===== config.mk =====
export PLATFORM = sky130hd
export DESIGN_NAME = bin2bcd_seq
export DESIGN_NICKNAME = d
export VERILOG_FILES = /design/src/rtl/bin2bcd_pkg.sv /design/src/rtl/bcd_adj3.sv /design/src/rtl/bin2bcd_seq.sv
export SDC_FILE = /design/constraint.sdc
export NUM_CORES = 1
export LEC_CHECK = 0
export ABC_CLOCK_PERIOD_IN_PS = 2000
export BUFFER_PORTS_ARGS = -buffer_cell sky130_fd_sc_hd__buf_2
export CAP_MARGIN = 40
export CORE_ASPECT_RATIO = 0.5
export CORE_MARGIN = 3
export CORE_UTILIZATION = 38
export DETAILED_ROUTE_END_ITERATION = 10
export GPL_TIMING_DRIVEN = 0
export PLACE_DENSITY = 0.63
export RECOVER_POWER = 50
export SLEW_MARGIN = 25
export SYNTH_ARGS = -nofsm -noshare
export SYNTH_HDL_FRONTEND = slang
export SYNTH_SLANG_ARGS = --single-unit
export TNS_END_PERCENT = 10

===== constraint.sdc =====
create_clock -name clk -period 2 [get_ports clk]
set_input_delay 0.4 -clock clk [delete_from_list [all_inputs] [get_ports clk]]
set_output_delay 0.4 -clock clk [all_outputs]
set_load 0.1 [all_outputs]

===== src/rtl/bin2bcd_pkg.sv =====
`default_nettype none
// ============================================================================
//  Module      : bin2bcd_pkg
//  Description : Shared types and constants for the sequential binary-to-BCD
//                converter (FSM state encoding, nibble width, counter sizing).
//  Revision    : 1.0 - initial release
// ============================================================================
package bin2bcd_pkg;

    localparam int BCD_NIBBLE_W = 4;

    typedef enum logic [1:0] {
        ST_IDLE  = 2'd0,
        ST_SHIFT = 2'd1,
        ST_DONE  = 2'd2
    } state_t;

    // Counter must be able to hold the value BIN_W itself.
    function automatic int cnt_width(input int bin_w);
        return $clog2(bin_w + 1);
    endfunction

endpackage : bin2bcd_pkg
`default_nettype wire


===== src/rtl/bcd_adj3.sv =====
`default_nettype none
// ============================================================================
//  Module      : bcd_adj3
//  Description : Double-dabble nibble correction: adds 3 to a BCD digit >= 5.
//  Revision    : 1.0 - initial release
// ============================================================================
module bcd_adj3
    import bin2bcd_pkg::*;
(
    input  logic [BCD_NIBBLE_W-1:0] i_nib,
    output logic [BCD_NIBBLE_W-1:0] o_nib
);

    assign o_nib = (i_nib >= 4'd5) ? (i_nib + 4'd3) : i_nib;

endmodule : bcd_adj3
`default_nettype wire


===== src/rtl/bin2bcd_seq.sv =====
`default_nettype none
// ============================================================================
//  Module      : bin2bcd_seq
//  Description : Iterative shift-and-add-3 binary-to-BCD converter with
//                valid/ready handshakes, one bit per clock.
//  Revision    : 1.0 - initial release
// ============================================================================
module bin2bcd_seq
    import bin2bcd_pkg::*;
#(
    parameter int BIN_W  = 8,
    parameter int DIGITS = 3
) (
    input  logic                         clk,
    input  logic                         rst,
    input  logic                         in_valid,
    output logic                         in_ready,
    input  logic [BIN_W-1:0]             in_bin,
    output logic                         out_valid,
    input  logic                         out_ready,
    output logic [BCD_NIBBLE_W*DIGITS-1:0] out_bcd,
    output logic                         busy
);

    localparam int c_CNT_W = cnt_width(BIN_W);
    localparam int c_BCD_W = BCD_NIBBLE_W * DIGITS;
    localparam int c_CAT_W = c_BCD_W + BIN_W;
    localparam logic [c_CNT_W-1:0] c_LAST = c_CNT_W'(BIN_W - 1);

    generate
        if ((BIN_W < 4) || (BIN_W > 16)) begin : g_bad_bin_w
            $error("bin2bcd_seq: BIN_W must be within 4..16");
        end
        if (!((10 ** DIGITS) > ((2 ** BIN_W) - 1))) begin : g_bad_digits
            $error("bin2bcd_seq: DIGITS too small to hold 2**BIN_W-1");
        end
    endgenerate

    state_t               r_state;
    state_t               w_next;
    logic [BIN_W-1:0]     r_sr;
    logic [c_BCD_W-1:0]   r_acc;
    logic [c_BCD_W-1:0]   r_bcd;
    logic [c_CNT_W-1:0]   r_cnt;
    logic [c_BCD_W-1:0]   w_adj;
    logic [c_CAT_W-1:0]   w_shift;
    logic                 w_last;

    generate
        for (genvar gi = 0; gi < DIGITS; gi++) begin : g_adj
            bcd_adj3 u_adj3 (
                .i_nib (r_acc[gi*BCD_NIBBLE_W +: BCD_NIBBLE_W]),
                .o_nib (w_adj[gi*BCD_NIBBLE_W +: BCD_NIBBLE_W])
            );
        end
    endgenerate

    // Corrected accumulator and operand move left as one wide register.
    assign w_shift = {w_adj, r_sr} << 1;
    assign w_last  = (r_cnt == c_LAST);

    always_ff @(posedge clk) begin
        if (rst) begin
            r_state <= ST_IDLE;
        end else begin
            r_state <= w_next;
        end
    end

    always_comb begin
        w_next = r_state;
        case (r_state)
            ST_IDLE:  if (in_valid)  w_next = ST_SHIFT;
            ST_SHIFT: if (w_last)    w_next = ST_DONE;
            ST_DONE:  if (out_ready) w_next = ST_IDLE;
            default:                 w_next = ST_IDLE;
        endcase
    end

    always_ff @(posedge clk) begin
        if (rst) begin
            r_sr  <= '0;
            r_acc <= '0;
            r_cnt <= '0;
            r_bcd <= '0;
        end else begin
            case (r_state)
                ST_IDLE: begin
                    if (in_valid) begin
                        r_sr  <= in_bin;
                        r_acc <= '0;
                        r_cnt <= '0;
                    end
                end
                ST_SHIFT: begin
                    r_sr  <= w_shift[BIN_W-1:0];
                    r_acc <= w_shift[c_CAT_W-1:BIN_W];
                    r_cnt <= r_cnt + 1'b1;
                    if (w_last) begin
                        r_bcd <= w_shift[c_CAT_W-1:BIN_W];
                    end
                end
                default: ;
            endcase
        end
    end

    assign in_ready  = (r_state == ST_IDLE);
    assign out_valid = (r_state == ST_DONE);
    assign busy      = (r_state == ST_SHIFT);
    assign out_bcd   = r_bcd;

endmodule : bin2bcd_seq
`default_nettype wire

### Word-level counts from Yosys, hierarchy flattened

Cells that the tools add are included.

* register bits: 38
* logic and storage cells: 36
* input bits: 12
* output and inout port bits: 15

* reduce and logical (&&, ||, !) cells: 5
* $lt $le $gt $ge: 3
* add/sub/neg operators: 4
* multiplexer cells: 13
* eq/ne operators: 6

Operators with widths (count)
* one-hot mux 12 bit (2 select lines): 1
* one-hot mux 8 bit (2 select lines): 1
* >= comparator 4 x 3 -> 1 bit (second input constant): 3
* 2-to-1 mux 12 bit: 1
* 2-to-1 mux 4 bit: 3
* adder 4 x 2 -> 4 bit (second input constant): 2
* 2-to-1 mux 8 bit: 1
* one-hot mux 4 bit (2 select lines): 1
* 2-to-1 mux 2 bit: 3
* one-hot mux 2 bit (3 select lines): 1
* adder 4 x 1 -> 4 bit (second input constant): 1
* equality test 4 x 3 -> 1 bit (second input constant): 1
* inequality test 2 x 1 -> 1 bit (second input constant): 2
* AND reduction 2 bit: 2
* adder 3 x 2 -> 3 bit (second input constant): 1
* 2-to-1 mux 3 bit: 1
* AND reduction 3 bit: 1
* equality test 2 x 1 -> 1 bit (second input constant): 1
* equality test 2 bit (second input constant): 1
* logical NOT 2 bit: 1
* inequality test 2 bit (second input constant): 1
* nonzero test 2 bit: 1

### Depth between registers and ports, before layout

* depth after elaboration: 3
* depth in mapped cells: 6

### Modules after synthesis

From an unflattened synthesis, not the netlist that was laid out.

* cell total of the unflattened synthesis: 216
* area, all modules: 1908.1 um2

By module, submodules not included
* bin2bcd_seq: sequential area each 760.7 um2, cells each 168, area an instance 1604.0 um2, instances 1
* bcd_adj3: sequential area each 0.0 um2, cells each 16, area an instance 101.3 um2, instances 3

### Least setup slack after synthesis

No wires, ideal clock.

* path type: flip-flop to output port
* start: register r_state[1]
* end: output out_valid
* data required time: 1.600 ns
* cell stages (with the launch flop): 4
* path slack: -0.498 ns
* arrival: 2.098 ns
* cell sequence: dfxtp_1 > buf_6 > clkbuf_1 > nor2b_1

* cells in the longest elaborated chain, start to end: 1

Ends and longest elaborated chain
* start, declared: RTL line bin2bcd_seq.sv:39 `state_t r_state;`
* start signal, assigned: RTL line bin2bcd_seq.sv:66 `r_state <= w_next;`
* equality test 2 bit: RTL line bin2bcd_seq.sv:109 `assign out_valid = (r_state == ST_DONE);`
* end, declared: RTL line bin2bcd_seq.sv:19 `output logic out_valid,`

Every way passes these cells.

### Worst setup path in the final report

* start: register r_state[1]
* end: output busy

* cells in the longest elaborated chain, start to end: 1

Ends and longest elaborated chain
* equality test 2 x 1 -> 1 bit: RTL line bin2bcd_seq.sv:110 `assign busy = (r_state == ST_SHIFT);`
* end, declared: RTL line bin2bcd_seq.sv:22 `output logic busy`

Every way passes these cells.

==> impl_metrics.tcl <==
set metrics [dict create \
    peakVddDrop_uv 292 \
    viasPerCell 5.11 \
    worstSetupEndpointType "output pin" \
    synth.yosys.seq_area_share_pct 42.2 \
    power.density_nw_per_um2 703 \
    syn_inst 209 \
    grt_pass1_vias 1530 \
    post-route-min-period_ns 1.91 \
    fmax_ghz 0.524 \
    globalRouteOverflowTotal 0 \
    avgSynthCellArea_um2 8.63 \
    worst-setup-path-type "flip-flop to output pin" \
    drive_above_1_share_pct 20.2 \
    synth-edff-count 0 \
    max_cap_violations 0 \
    r2r.worst_path.cells 6 \
    antenna_found_initial 0 \
    path_max_fanout 10 \
    syn-cell-area_um2 1800 \
    fin_crit_sh_pct 95.4 \
    cts.htree.levels 2 \
    hold_class "input pin to flip-flop" \
    ys_types 32 \
    place_congestion 0.796 \
    initialDrtViolationCount 62 \
    syn_to_final_growth_pct 17.3 \
    finalHoldViolCount 0 \
    synth.area.top_cells "dfxtp_1 (42%), a21oi_1 (6.7%), nor2_1 (5.4%)" \
    portBuffers 26 \
    worstSetupStartpointType "flip-flop" \
    vias 1580 \
    die_h_um 54.7 \
    relSlewSlack_pct 59.9 \
    clk_pin_slew_ns 0.08 \
    ctsHoldBuffers 0 \
    fin_worst_skew_ns 0.00646 \
    critPathRequiredTime_ns 1.60 \
    synth_top_area_cell "dfxtp_1" \
    wl_um 4210 \
    synth_nets 228 \
    cts_tree "done" \
    ys_warn_count 0 \
    worst_pin_slew_ns 0.599 \
    setup_viol 0 \
    grt_max_degree 12 \
    avgRoutedWirePerCell_um 13.6 \
    dieArea_um2 5660 \
    drc 0 \
    io_pins 27 \
    status "completed" \
    clockRootBuffer "clkbuf_8" \
    cts.sinks 38 \
    clk_latency_ns 0.29 \
    multi_input_area_um2 916 \
    postCtsSetupBuffers 0 \
    dieWidth_um 103 \
    hpwl_um 2950 \
    yosysTopAreaCellShare_pct 42.2 \
    async_flop_share_pct 0 \
    hold_depth 4 \
    slew_violations 0 \
    leakagePower_nw 0.788 \
    crit_arrival_ns 1.51 \
    clockBufferDepth 2 \
    ant_nets 0 \
    final_nets 261 \
    core_area_um2 4490 \
    start_util_pct 40.2 \
    ys.flop_type "dfxtp_1" \
    grt.total_usage_pct 16.7 \
    grt_pass1_wl_um 7100 \
    cts_buffers 5 \
    core.rowCount 17 \
    seqCellArea_um2 761 \
    final_util_pct 47.1 \
    synth_commonest_cells "dfxtp_1 (38), nor2_1 (26), a21oi_1 (24)" \
    yosysMostFrequentCell "dfxtp_1" \
    diodes 0 \
    rsz0062_at_grt "no" \
    ys_seq_elements 38 \
    nFillCells 465 \
    fin_tns_setup_ns 0 \
    first_pass_iters 5 \
]
layer usage:
layer	GRT usage [%]	vias up	wire length [um]
li1	-	806	-
met1	21.7	744	2130
met2	27.3	28	1850
met3	4.96	2	219
met4	4.30	0	17
met5	0	-	0
cell families after synthesis:
family / Yosys count / share of synthesized area (%)
flops: 38 / 42.2
buf+inv: 28 / 7.21
fa+ha+maj: 7 / 4.85
xor+xnor: 3 / 1.46
compound gates: 67 / 22.7
simple gates: 61 / 18.6
mux: 5 / 3.05
placed cells by master, fill, tap and decap left out, drive strengths merged:
master and count:
clkinv 1, nand2b 12, nor2 26, o32ai 5
nand2 1, mux2 4, inv 16, o221a 1
nand3 4, ha 7, nor3 5, dfxtp 38
nor2b 2, nand3b 4, or2 2, mux2i 1
clkbuf 28, buf 17, a21oi 24, o22ai 11
a211oi 7, nor3b 5, o21ai 13, a22oi 5
a2111oi 1, xnor2 3
per-stage QoR:
| stage | instance area (um2) | power [mW] | hold WS, ns | cells | setup slack [ns] |
|---|---|---|---|---|---|
| 2_1_floorplan | 1810 | 0.910 | 0.456 | 209 | -0.254 |
| 3_3_place_gp | 2020 | 0.950 | 0.472 | 301 | 0.168 |
| 3_5_place_dp | 2020 | 0.955 | 0.475 | 301 | 0.167 |
| 4_1_cts | 2120 | 1.50 | 0.404 | 309 | 0.0158 |
| 5_1_grt | 2120 | 1.55 | 0.419 | 309 | 0.0319 |
| 6_report | 2120 | 1.49 | 0.402 | 309 | 0.0912 |
critical path, cell delays in order (launching register included):
cell	delay [ns]
dfxtp_1	0.31
buf_6	0.12
nand2b_4	0.15
buf_4	0.18
inv_2	0.19
buf_6	0.26
repair_timing:
| item | CTS | global route |
|---|---|---|
| setup endpoints to repair | 2 | 1 |
| resized for setup | 3 | 1 |
| pin swaps | 0 | 0 |
cell type report:
type,instances,area share (%)
flip-flops and latches,38,36.0
plain buffers,12,3.19
well taps,66,3.90
clock buffers,7,4.08
clock inverters,1,0.237
repair buffers,26,6.51
inverters,16,2.84
multi-input cells,143,43.3
where the power goes:
group | leakage (nW) | switching (mW) | total (mW) | internal (mW)
sequential | 0.309 | 0.0138 | 0.789 | 0.775
clock | 0.0482 | 0.272 | 0.551 | 0.278
combinational | 0.432 | 0.0980 | 0.148 | 0.0504
flip-flops by register name, summed over array words and instances, names as in the netlist:
name     count
out_bcd     12
r_acc       12
r_cnt        4
r_state      2
r_sr         8
final timing paths:
check / endpoint / slack [ns] / startpoint
min reg2reg: out_bcd[9]$_SDFFE_PP0P_ / 0.49 / out_bcd[9]$_SDFFE_PP0P_
max: busy / 0.09 / r_state[1]$_SDFFE_PP0P_
min: r_state[1]$_SDFFE_PP0P_ / 0.40 / out_ready
max reg2reg: r_acc[11]$_SDFFE_PP0P_ / 0.30 / r_state[0]$_SDFFE_PP0P_
(Power assumes the default switching activity.)
